===== config.mk =====
export PLATFORM = sky130hd
export DESIGN_NAME = rx_chain_sequencer
export DESIGN_NICKNAME = d
export VERILOG_FILES = /design/src/rtl/rx_seq_pkg.sv /design/src/rtl/rx_chain_sequencer_strobe_divider.sv /design/src/rtl/rx_chain_sequencer.sv
export SDC_FILE = /design/constraint.sdc
export NUM_CORES = 1
export LEC_CHECK = 0
export ABC_AREA = 1
export CAP_MARGIN = 0
export CORE_ASPECT_RATIO = 1.1
export CORE_MARGIN = 2
export CORE_UTILIZATION = 30
export DETAILED_ROUTE_END_ITERATION = 7
export GPL_TIMING_DRIVEN = 0
export PLACE_DENSITY = 0.47
export SLEW_MARGIN = 40
export SYNTH_ARGS = -nofsm -noshare
export SYNTH_HDL_FRONTEND = slang
export SYNTH_SLANG_ARGS = --single-unit

===== constraint.sdc =====
create_clock -name i_clk -period 3.43 [get_ports i_clk]
set_input_delay 0.686 -clock i_clk [delete_from_list [all_inputs] [get_ports i_clk]]
set_output_delay 0.686 -clock i_clk [all_outputs]
set_load 0.05 [all_outputs]

===== src/rtl/rx_seq_pkg.sv =====
`default_nettype none
// ============================================================================
// Module   : rx_seq_pkg
// Purpose  : Shared state codes, reset values and widths for rx_chain_sequencer.
// Revision : 1.0 - initial release
// ============================================================================
package rx_seq_pkg;

    localparam int c_CTR_W     = 8;
    localparam int c_FLUSH_W   = 8;
    localparam int c_STRB_W    = 16;
    localparam int c_RESTART_W = 8;

    localparam logic [1:0] c_IDLE  = 2'd0;
    localparam logic [1:0] c_START = 2'd1;
    localparam logic [1:0] c_FLUSH = 2'd2;
    localparam logic [1:0] c_RUN   = 2'd3;

    localparam logic [c_CTR_W-1:0] c_DECIM_RESET = 8'd1;
    localparam logic [c_CTR_W-1:0] c_DIV_RESET   = 8'd0;

    // A rate of 0 behaves like 1: one decimator strobe per sample strobe.
    function automatic logic [c_CTR_W-1:0] decim_reload(input logic [c_CTR_W-1:0] rate);
        return (rate == '0) ? '0 : rate - c_CTR_W'(1);
    endfunction

endpackage
`default_nettype wire


===== src/rtl/rx_chain_sequencer_strobe_divider.sv =====
`default_nettype none
// ============================================================================
// Module   : strobe_divider
// Purpose  : Reloadable down-counter producing a registered single-cycle pulse.
// Revision : 1.0 - initial release
// ============================================================================
module strobe_divider #(
    parameter int WIDTH = 8
) (
    input  logic             i_clk,
    input  logic             i_rst_n,
    input  logic             i_load,
    input  logic [WIDTH-1:0] i_reload,
    input  logic             i_tick,
    output logic             o_pulse,
    output logic             o_fire
);

    logic [WIDTH-1:0] r_cnt;
    logic [WIDTH-1:0] w_cur;
    logic             r_pulse;

    // The count is evaluated one cycle ahead so the pulse itself can be a flop;
    // i_tick therefore means "the cycle after this one is a counting cycle".
    assign w_cur   = i_load ? i_reload : r_cnt;
    assign o_fire  = i_tick && (w_cur == '0);
    assign o_pulse = r_pulse;

    always_ff @(posedge i_clk or negedge i_rst_n) begin
        if (!i_rst_n) begin
            r_cnt   <= '0;
            r_pulse <= 1'b0;
        end else begin
            r_pulse <= o_fire;
            if (!i_tick)
                r_cnt <= w_cur;
            else if (w_cur == '0)
                r_cnt <= i_reload;
            else
                r_cnt <= w_cur - WIDTH'(1);
        end
    end

endmodule
`default_nettype wire


===== src/rtl/rx_chain_sequencer.sv =====
`default_nettype none
// ============================================================================
// Module   : rx_chain_sequencer
// Purpose  : Rate configuration, strobe generation and start/flush sequencing
//            for one RX decimation chain. Define RX_SEQ_STATS_EN for counters.
// Revision : 1.0 - initial release
// ============================================================================
module rx_chain_sequencer
    import rx_seq_pkg::*;
#(
    parameter logic [6:0] RATEADDR  = 7'd2,
    parameter logic [6:0] DIVADDR   = 7'd3,
    parameter int         FLUSH_CNT = 8
) (
    input  logic        i_clk,
    input  logic        i_rst_n,
    input  logic        i_enable,
    input  logic [6:0]  i_serial_addr,
    input  logic [31:0] i_serial_data,
    input  logic        i_serial_strobe,
    input  logic        i_hb_strobe,
`ifdef RX_SEQ_STATS_EN
    output logic [c_STRB_W-1:0]    o_strobe_count,
    output logic [c_RESTART_W-1:0] o_restart_count,
`endif
    output logic        o_chain_enable,
    output logic        o_chain_reset,
    output logic        o_sample_strobe,
    output logic        o_decimator_strobe,
    output logic [7:0]  o_decim_rate,
    output logic        o_out_valid,
    output logic [1:0]  o_seq_state
);

    localparam logic [c_FLUSH_W-1:0] c_FLUSH_INIT = c_FLUSH_W'(FLUSH_CNT);

    logic [1:0]           r_state;
    logic [1:0]           w_state_next;
    logic [c_CTR_W-1:0]   r_decim_rate;
    logic [c_CTR_W-1:0]   r_div_q;
    logic [c_FLUSH_W-1:0] r_flush_ctr;
    logic w_rate_wr, w_div_wr, w_cfg_wr;
    logic w_active, w_next_active, w_start, w_restart;
    logic w_sample_fire, w_decim_fire_unused, w_data_hi_unused;

    assign w_rate_wr        = i_serial_strobe && (i_serial_addr == RATEADDR);
    assign w_div_wr         = i_serial_strobe && (i_serial_addr == DIVADDR);
    assign w_cfg_wr         = w_rate_wr || w_div_wr;
    assign w_active         = (r_state == c_FLUSH) || (r_state == c_RUN);
    assign w_next_active    = (w_state_next == c_FLUSH) || (w_state_next == c_RUN);
    assign w_start          = (r_state == c_START);
    assign w_restart        = i_enable && w_active && w_cfg_wr;
    assign w_data_hi_unused = ^i_serial_data[31:8];

    always_ff @(posedge i_clk or negedge i_rst_n) begin
        if (!i_rst_n) begin
            r_decim_rate <= c_DECIM_RESET;
            r_div_q      <= c_DIV_RESET;
        end else begin
            if (w_rate_wr) r_decim_rate <= i_serial_data[7:0];
            if (w_div_wr)  r_div_q      <= i_serial_data[7:0];
        end
    end

    always_ff @(posedge i_clk or negedge i_rst_n) begin
        if (!i_rst_n) r_state <= c_IDLE;
        else          r_state <= w_state_next;
    end

    // Dropping enable wins over everything, including a restart-causing write.
    always_comb begin
        w_state_next = r_state;
        if (!i_enable) begin
            w_state_next = c_IDLE;
        end else begin
            case (r_state)
                c_IDLE:  w_state_next = c_START;
                c_START: w_state_next = (FLUSH_CNT == 0) ? c_RUN : c_FLUSH;
                c_FLUSH: begin
                    if (w_cfg_wr)
                        w_state_next = c_START;
                    else if (i_hb_strobe && (r_flush_ctr == c_FLUSH_W'(1)))
                        w_state_next = c_RUN;
                end
                default: if (w_cfg_wr) w_state_next = c_START;
            endcase
        end
    end

    always_comb begin
        o_chain_enable = w_active;
        o_chain_reset  = w_start;
        o_out_valid    = (r_state == c_RUN);
        o_seq_state    = r_state;
        o_decim_rate   = r_decim_rate;
    end

    always_ff @(posedge i_clk or negedge i_rst_n) begin
        if (!i_rst_n)
            r_flush_ctr <= '0;
        else if (w_start)
            r_flush_ctr <= c_FLUSH_INIT;
        else if ((r_state == c_FLUSH) && i_hb_strobe && (r_flush_ctr != '0))
            r_flush_ctr <= r_flush_ctr - c_FLUSH_W'(1);
    end

    strobe_divider #(.WIDTH(c_CTR_W)) u_sample_div (
        .i_clk    (i_clk),
        .i_rst_n  (i_rst_n),
        .i_load   (w_start),
        .i_reload (r_div_q),
        .i_tick   (w_next_active),
        .o_pulse  (o_sample_strobe),
        .o_fire   (w_sample_fire)
    );

    strobe_divider #(.WIDTH(c_CTR_W)) u_decim_div (
        .i_clk    (i_clk),
        .i_rst_n  (i_rst_n),
        .i_load   (w_start),
        .i_reload (decim_reload(r_decim_rate)),
        .i_tick   (w_sample_fire),
        .o_pulse  (o_decimator_strobe),
        .o_fire   (w_decim_fire_unused)
    );

`ifdef RX_SEQ_STATS_EN
    logic [c_STRB_W-1:0]    r_strobe_count;
    logic [c_RESTART_W-1:0] r_restart_count;

    always_ff @(posedge i_clk or negedge i_rst_n) begin
        if (!i_rst_n) begin
            r_strobe_count  <= '0;
            r_restart_count <= '0;
        end else begin
            if (w_start)
                r_strobe_count <= '0;
            else if (o_decimator_strobe && (r_state == c_RUN))
                r_strobe_count <= r_strobe_count + c_STRB_W'(1);
            if (w_restart && (r_restart_count != '1))
                r_restart_count <= r_restart_count + c_RESTART_W'(1);
        end
    end

    assign o_strobe_count  = r_strobe_count;
    assign o_restart_count = r_restart_count;
`endif

endmodule
`default_nettype wire


Yosys cells after proc, flatten, opt, wreduce, memory -nomap -nowiden. Cells that the tools add are included.

Input bits: 44. Register bits after elaboration: 44. Output and inout port bits: 15. Word-level logic and storage cells: 50.

Reductions and logical operators: 16. Add/subtract/negate cells: 4. Eq/ne operators: 8. Multiplexer cells: 14.

Operator list (number): $mux W8 (9); $sub A8 B1 Y8 const B (4); $logic_not A8 Y1 (3); $eq A7 B2 Y1 const B (2); $eq A2 B2 Y1 const B (4); $eq A8 B1 Y1 const B (1); $mux W2 (4); $reduce_bool A8 Y1 (1); $logic_and A1 B1 Y1 (7); $pmux W2 S3 (1); $logic_or A1 B1 Y1 (3); $eq A2 B1 Y1 const B (1); $logic_not A2 Y1 (1); $reduce_bool A2 Y1 (1).

Depth between registers and ports, before layout. Gate-level depths: netlist of the first run.

Depth after elaboration: 10. Mapped depth: 18.

Hierarchy. From an unflattened synthesis of the first run, not the netlist that was laid out.

Cells, all modules: 445. Area, all modules: 3263.1 sq um.

Modules (own cells, without submodules): strobe_divider (area an instance 860.8 sq um, instances 2, cells an instance 128); rx_chain_sequencer (area an instance 1541.5 sq um, instances 1, cells an instance 189).

Least setup slack after synthesis of the first run. OpenSTA, ideal clock, no wires.

Path kind: reg-to-reg. Start: reg r_state[0] (netlist: o_seq_state[0]). End: reg u_decim_div.r_cnt[5]. Library setup time: 119 ps. Cell stages (with the launch flop): 15. Clock period less this slack: 2465 ps. Buffers on the path: 2. Arrival time: 2346 ps. Path slack: 965 ps. Cells stage by stage: dfrtp_1 > inv_1 > nor2_4 > buf_6 > buf_4 > nand2_1 > o21ai_1 > ha_1 > nand3_1 > nor2_2 > inv_1 > nor2_2 > nand2_1 > nand3_1 > nand2_1.

Elaborated cells on any way between the ends: 19. Those cells by class: add/sub (1); eq/ne (4); mux (9); reduce/logical (5).

RTL lines: from (decl) (line rx_chain_sequencer.sv:37) `logic [1:0] r_state;`; from (signal assigned) (line rx_chain_sequencer.sv:66) `if (!i_rst_n) r_state <= c_IDLE;`; from (signal assigned) (line rx_chain_sequencer.sv:67) `else r_state <= w_state_next;`; $eq A2 B1 Y1 (*) (line rx_chain_sequencer.sv:51) `assign w_start = (r_state == c_START);`; net o_chain_reset (line rx_chain_sequencer.sv:27) `output logic o_chain_reset,`; branches (longest 5 deep; another with $sub A8 B1 Y8); $mux W8 (*) (line rx_chain_sequencer_strobe_divider.sv:35) `if (!i_tick)`; to (signal assigned) (line rx_chain_sequencer_strobe_divider.sv:36) `r_cnt <= w_cur;`; to (signal assigned) (line rx_chain_sequencer_strobe_divider.sv:38) `r_cnt <= i_reload;`; to (signal assigned) (line rx_chain_sequencer_strobe_divider.sv:40) `r_cnt <= w_cur - WIDTH'(1);`; to (decl) (line rx_chain_sequencer_strobe_divider.sv:19) `logic [WIDTH-1:0] r_cnt;`.

Mark *: on every way through the listed nets, which the timed path passes. A chain may end at the register's enable or synchronous reset.

Worst setup path after layout of the first run.
Start: reg r_state[1] (netlist: o_seq_state[1]). End: out o_chain_reset.

Word-level cells in the longest chain between the ends: 1.

Ends and longest elaborated chain (line): $eq A2 B1 Y1 (rx_chain_sequencer.sv:51); to (decl) (rx_chain_sequencer.sv:27).

No other way between the ends.

==> reports/metrics.cfg, run 1 <==
[floorplanning]
coreArea_um2=9400
initial_utilization=0.309
die_y_um=107
rows=37
die_w_um=97.8
die-area_um2=10500
io_pins=59

[setup_path]
cp_cell_sequence=nor2_4, buf_6, buf_4, clkdlybuf4s50_1
arrival_ns=2.20
path_class=register to output pin
crit_path_max_incr_delay_ns=0.82
crit_path_max_fanout=10
worst_setup_path_start_kind=register
crit_path_end_kind=output pin
cp_top_family=buffers and inverters
crit_slowest_cell=clkdlybuf4s50_1
path_buf_inv=3
crit_required_ns=2.74

[drt]
dr_wl_met3_um=204
vias_per_cell=4.83
vias=2707
maxUsedRoutingLayer=met4
wirelength_met1_um=3780
drtIter0Drc=199
dr.pass1.iters=8
drt-wirelength-per-cell_um=13.7
final_antenna_net_count=0
remaining_drc_errors=0
wirelength_um=7690
met2_length_um=3600

[logic_synthesis]
avgSynthCellArea_um2=7.24
ys_top_cells_by_count=nand2_1 (117), inv_1 (46), dfrtp_1 (43), nor2_1 (33), nand3_1 (32)
synth_async_sr_flop_share=1.00
synth_most_common_cell=nand2_1
ys_seq_elements=44
ys_seq_area_frac=0.380
synth-edff-count=0
synth_cell_types=40
synthTopCellsByArea=dfrtp_1 (37%), nand2_1 (15%), inv_1 (5.9%), nand3_1 (5.5%), o21ai_0 (5.3%)
syn_nets=454
synth_top_area_frac=0.371
synth_ff_type=dfrtp_1
yosysTopAreaCell=dfrtp_1
syn_inst=401
syn_area_um2=2900
yosysWarnings=0

[clock_tree]
clock_path_buffers=2
cts_sinks=44
clk-insertion-delay-late_ns=0.30
path_clk_slew_ns=0.08
ctsHoldBuffers=0
postCtsSetupBuffers=0
numCtsBuffers=5
cts_tree=done
htreeDepth=2
cts_resized=0
clockRootBuffer=clkbuf_8

[timing]
setup_viol=0
rsz0062_at_grt=no
post-route-min-period_ns=2.89
whs_ns=0.215
maxSlewHeadroom=0.661
min_period_over_period=0.842
fin_setup_tns_ns=0
timing.fmax_ghz=0.346
drv_slew=0
skew_ns=0.0134
worst_pin_slew_ns=0.507
hold_violations=0

[grt]
first_global_vias=2589
grt_max_degree=34
antenna_found_initial=0
grt_pass1_wl_um=13100
grt-ovfl-total=0
grt_usage=0.156

[power]
p_leak_nw=1.75
powerDensity_nw_per_um2=613
pwr-share-seq=0.331
worst_ir_drop_vdd_mv=0.207
pwr-share-clk=0.150
p_comb_frac=0.519
p_int_mw=1.17
p_switching_uw=964
switching_share=0.451

[final_layout]
fillers=1011
drive_above_1_share=0.113
finalCoreUtilization=0.371
design_area_um2=3490
area_growth_pct=20.0
fin_nets=496
antennaDiodeCount=0

[placement]
port-buffer-count=34
place_area_um2=3410
place.gp.congestion=0.843
dpl.hpwl_um=5840

[status]
outcome=finished clean

[flow_run]
max-cap-violations=0

[hold_path]
hold_path.class=input port to async pin

final timing paths:
kind                                                   from                              to  slack (ns)  cells past startpoint
worst max register to register  o_decim_rate[0]$_DFFE_PN1P_  u_decim_div.r_cnt[5]$_DFF_PN0_        0.81                     17
max in group asynchronous                           i_rst_n     o_decim_rate[0]$_DFFE_PN1P_        2.72                      2
worst max-delay path               o_seq_state[1]$_DFF_PN0_                   o_chain_reset        0.54                      4
worst min-delay path                                i_rst_n      r_flush_ctr[0]$_DFFE_PN0P_        0.21                      1
min in group i_clk               r_flush_ctr[5]$_DFFE_PN0P_      r_flush_ctr[5]$_DFFE_PN0P_        0.46                      1
worst min register to register   r_flush_ctr[5]$_DFFE_PN0P_      r_flush_ctr[5]$_DFFE_PN0P_        0.46                      1
through the flow:
stage / instances / worst slack [ns] / power, mW
floorplan: 401 / 0.965 / 1.56
global placement: 552 / 0.323 / 1.81
detailed placement: 553 / 0.798 / 1.82
CTS: 560 / 0.487 / 2.15
global route: 560 / 0.400 / 2.34
finish: 560 / 0.544 / 2.14
power by group through the flow:
stage / logic, mW / clock network [mW] / registers, mW
global placement: 1.10 / 0 / 0.713
global route: 1.26 / 0.359 / 0.724
floorplan: 0.821 / 0 / 0.737
CTS: 1.11 / 0.334 / 0.708
detailed placement: 1.10 / 0 / 0.718
finish: 1.11 / 0.321 / 0.706
state kept, by name, summed over array words and instances, names as in the netlist:
signal	count
u_sample_div.r_cnt	8
o_seq_state	2
u_decim_div.o_pulse	1
o_decim_rate	8
r_div_q	8
u_decim_div.r_cnt	8
r_flush_ctr	8
u_sample_div.o_pulse	1
per-layer routing:
layer | global-route usage | up-vias
li1 | - | 1375
met1 | 0.209 | 1275
met2 | 0.263 | 51
met3 | 0.0241 | 6
met4 | 0.0446 | 0
met5 | 0 | -
kinds of logic after synthesis:
family	Yosys count	share of synthesized area
flip-flops	44	0.380
AND/OR/NAND/NOR	229	0.370
adder cells (fa/ha/maj)	9	0.0388
AO/OA/AOI/OAI	53	0.108
XOR/XNOR	2	0.00603
buffers and inverters	64	0.0974
area by class of cell:
type	instances	area (um^2)	share of cell area
Clock inverter	1	5.00	0.00144
Buffer	11	81.3	0.0233
Multi-Input combinational cell	293	1520	0.436
Inverter	53	201	0.0578
Sequential cell	44	1100	0.316
Tap cell	117	146	0.0420
Timing Repair Buffer	35	358	0.103
Clock buffer	6	72.6	0.0208
placed cells by master, fill, tap and decap left out, types with 5 or more instances in the layout:
cell type | Yosys | final
nor2_4 | 5 | 5
ha_1 | 9 | 9
inv_2 | 6 | 6
nand4_1 | 12 | 12
o21ai_1 | 5 | 5
nand3_1 | 32 | 32
inv_1 | 46 | 46
nor3_1 | 7 | 7
a21oi_1 | 5 | 5
o21ai_0 | 31 | 31
or2_2 | 6 | 6
clkdlybuf4s50_1 | 0 | 33
clkbuf_8 | 0 | 5
dfrtp_1 | 43 | 43
nor2_1 | 33 | 33
nand2_1 | 117 | 117
Note: power is estimated with default switching activity, not from simulation.
==> run 2: changes to the inputs <==
==> constraint.sdc (replaced) <==
create_clock -name i_clk -period 2.8 [get_ports i_clk]
set_input_delay 0.56 -clock i_clk [delete_from_list [all_inputs] [get_ports i_clk]]
set_output_delay 0.56 -clock i_clk [all_outputs]
set_load 0.05 [all_outputs]
==> run 2 against run 1 <==
  * Sequential power increased by 23%
  * Utilization about the same
  * Clock-buffer cell count is the same
  * Non-clock buffer count did not move
  * Design area is 0.11% higher
  * Clock power up 22%
  * Critical path depth rose by 13
  * Sequential cell count stayed put
  * Register-to-register slack lost 0.54 ns
  * Sequential share of layout area barely moved
  * Die area did not move
  * Critical endpoint is now u_decim_div.r_cnt[5]$_DFF_PN0_
  * Largest cell class unchanged
  * Highest routed layer unchanged
==> reports/metrics.cfg, run 2 (synthesized netlist as in run 1, its figures left out) <==
[status]
outcome=finished clean

[power]
p_switching_mw=1.18
p_comb_frac=0.520
p_int_mw=1.44
p_leak_nw=1.75
pwr-share-seq=0.330
worst_ir_drop_vdd_mv=0.254
pwr-share-clk=0.149
switching_share=0.451
powerDensity_nw_per_um2=751
total_power_mw=2.62

[clock_tree]
cts_tree=done
htreeDepth=2
cts_sinks=44
clock_path_buffers=2
clk-insertion-delay-late_ns=0.30
postCtsSetupBuffers=0
path_clk_slew_ns=0.09
clockRootBuffer=clkbuf_8
numCtsBuffers=5

[grt]
grt_max_degree=34
grt-ovfl-total=0
grt_usage=0.156
first_global_vias=2589
grt_pass1_wl_um=13100
antenna_found_initial=0

[placement]
dpl.hpwl_um=5840
port-buffer-count=34
place.gp.congestion=0.843
place_area_um2=3410
place_ws_ns=0.168

[setup_path]
crit_path_max_incr_delay_ns=0.42
cp_cell_sequence=inv_1, ha_1, nand2_1, nor2_1, nand2_1, buf_4, nand2_1, nand2_1, nand2_1, ha_1, nand3_1, nor2_4, inv_1, nor2_2, nand2_1, nand3_1, nand2_1
worst_setup_path_start_kind=register
arrival_ns=2.73
cpMostUsedCell=nand2_1
reg2reg_from=o_decim_rate[1]$_DFFE_PN0P_
worst-r2r-cell-count=17
path_buf_inv=3
crit_required_ns=3.00
r2r_setup_slack_ns=0.27
crit_slowest_cell=dfrtp_1
reg2reg_to=u_decim_div.r_cnt[5]$_DFF_PN0_
crit_path_end_kind=register
cp_top_family=simple AND/OR/NAND/NOR gates
path_class=register to register
crit_path_max_fanout=10

[drt]
drtIter0Drc=217
wirelength_um=7690
final_antenna_net_count=0
vias_per_cell=4.85
drt-wirelength-per-cell_um=13.7
vias=2717
dr.pass1.iters=7
remaining_drc_errors=0

[timing]
final.setup.worst_slack_ns=0.271
rsz0062_at_grt=no
timing.fmax_ghz=0.395
post-route-min-period_ns=2.53
hold_violations=0
setup_viol=0
maxSlewHeadroom=0.661
drv_slew=0
skew_ns=0.0123
worst_pin_slew_ns=0.507
min_period_over_period=0.903

[final_layout]
drive_above_1_share=0.115
antennaDiodeCount=0
final_common_cell=nand2_1
area_growth_pct=20.2
fillers=1011
design_area_um2=3490
regArea_um2=1100
multiInputGateArea_um2=1520
fin_nets=496
final_cell_mix=nand2_1 (117), inv_1 (45), dfrtp_1 (43)

[floorplanning]
initial_utilization=0.309
rows=37
die_y_um=107
die_w_um=97.8
io_pins=59
coreArea_um2=9400
die-area_um2=10500

[hold_path]
hold_path.class=input port to async pin

[flow_run]
max-cap-violations=0

## run 2: cell types whose count changed in the layout (fill, tap and decap cells not counted), sizes merged
| cell | change |
|---|---|
| clkdlybuf4s50 | -1 |
| dlygate4sd2 | +1 |
## run 2: per-stage QoR
step / util / hold WS (ns) / instances / TNS (ns)
global route: 0.371 / 0.0830 / 560 / 0
global placement: 0.361 / 0.456 / 552 / -7.63
floorplan: - / 0.264 / 401 / 0
detailed placement: 0.363 / 0.419 / 553 / 0
finish: 0.371 / 0.0891 / 560 / 0
CTS: 0.371 / 0.0913 / 560 / 0
## run 2: per-layer routing
metal  share of wire  track usage  vias up
li1                -            -     1374
met1            0.49        0.209     1279
met2            0.47        0.263       58
met3           0.032       0.0241        6
met4           0.013       0.0446        0
met5               0            0        -
## run 2: worst register-to-register path, stage by stage (launching register included)
cell	delay, ns
dfrtp_1	0.42
inv_1	0.12
ha_1	0.16
nand2_1	0.05
nor2_1	0.08
nand2_1	0.15
buf_4	0.22
nand2_1	0.08
nand2_1	0.07
nand2_1	0.12
ha_1	0.16
nand3_1	0.11
nor2_4	0.17
inv_1	0.07
nor2_2	0.22
nand2_1	0.10
nand3_1	0.09
nand2_1	0.05
## run 2: what timing repair did
item	in CTS	in global routing
endpoints found under the setup margin	1	4
pin swaps	0	0
resized for setup	1	2
hold buffers	0	0
## run 2: area by class of cell
type / instances / area share
inverter: 53 / 0.0577
multi-input combinational: 293 / 0.437
clock buffer: 6 / 0.0208
clock inverter: 1 / 0.00143
timing repair buffer: 35 / 0.102
buffer: 11 / 0.0233
tap: 117 / 0.0420
sequential: 44 / 0.316
## run 2: worst max-delay path by stage
stage	cells after the start	to	slack, ns	startpoint
after floorplan	14	u_decim_div.r_cnt[5]$_DFF_PN0_	0.34	o_seq_state[0]$_DFF_PN0_
after global placement	1	u_decim_div.r_cnt[0]$_DFF_PN0_	-0.18	i_rst_n
after detailed placement	17	u_decim_div.r_cnt[5]$_DFF_PN0_	0.17	o_decim_rate[0]$_DFFE_PN1P_
after CTS	17	u_decim_div.r_cnt[5]$_DFF_PN0_	0.16	o_decim_rate[0]$_DFFE_PN1P_
after global routing	17	u_decim_div.r_cnt[6]$_DFF_PN0_	0.03	o_decim_rate[1]$_DFFE_PN0P_
final	17	u_decim_div.r_cnt[5]$_DFF_PN0_	0.27	o_decim_rate[1]$_DFFE_PN0P_
## run 2: power groups by stage
stage	registers (mW)	logic [mW]	clock network (mW)
detailed placement	0.879	1.35	0
finish	0.865	1.36	0.391
global route	0.887	1.55	0.440
floorplan	0.903	1.01	0
CTS	0.868	1.36	0.409
global placement	0.874	1.35	0
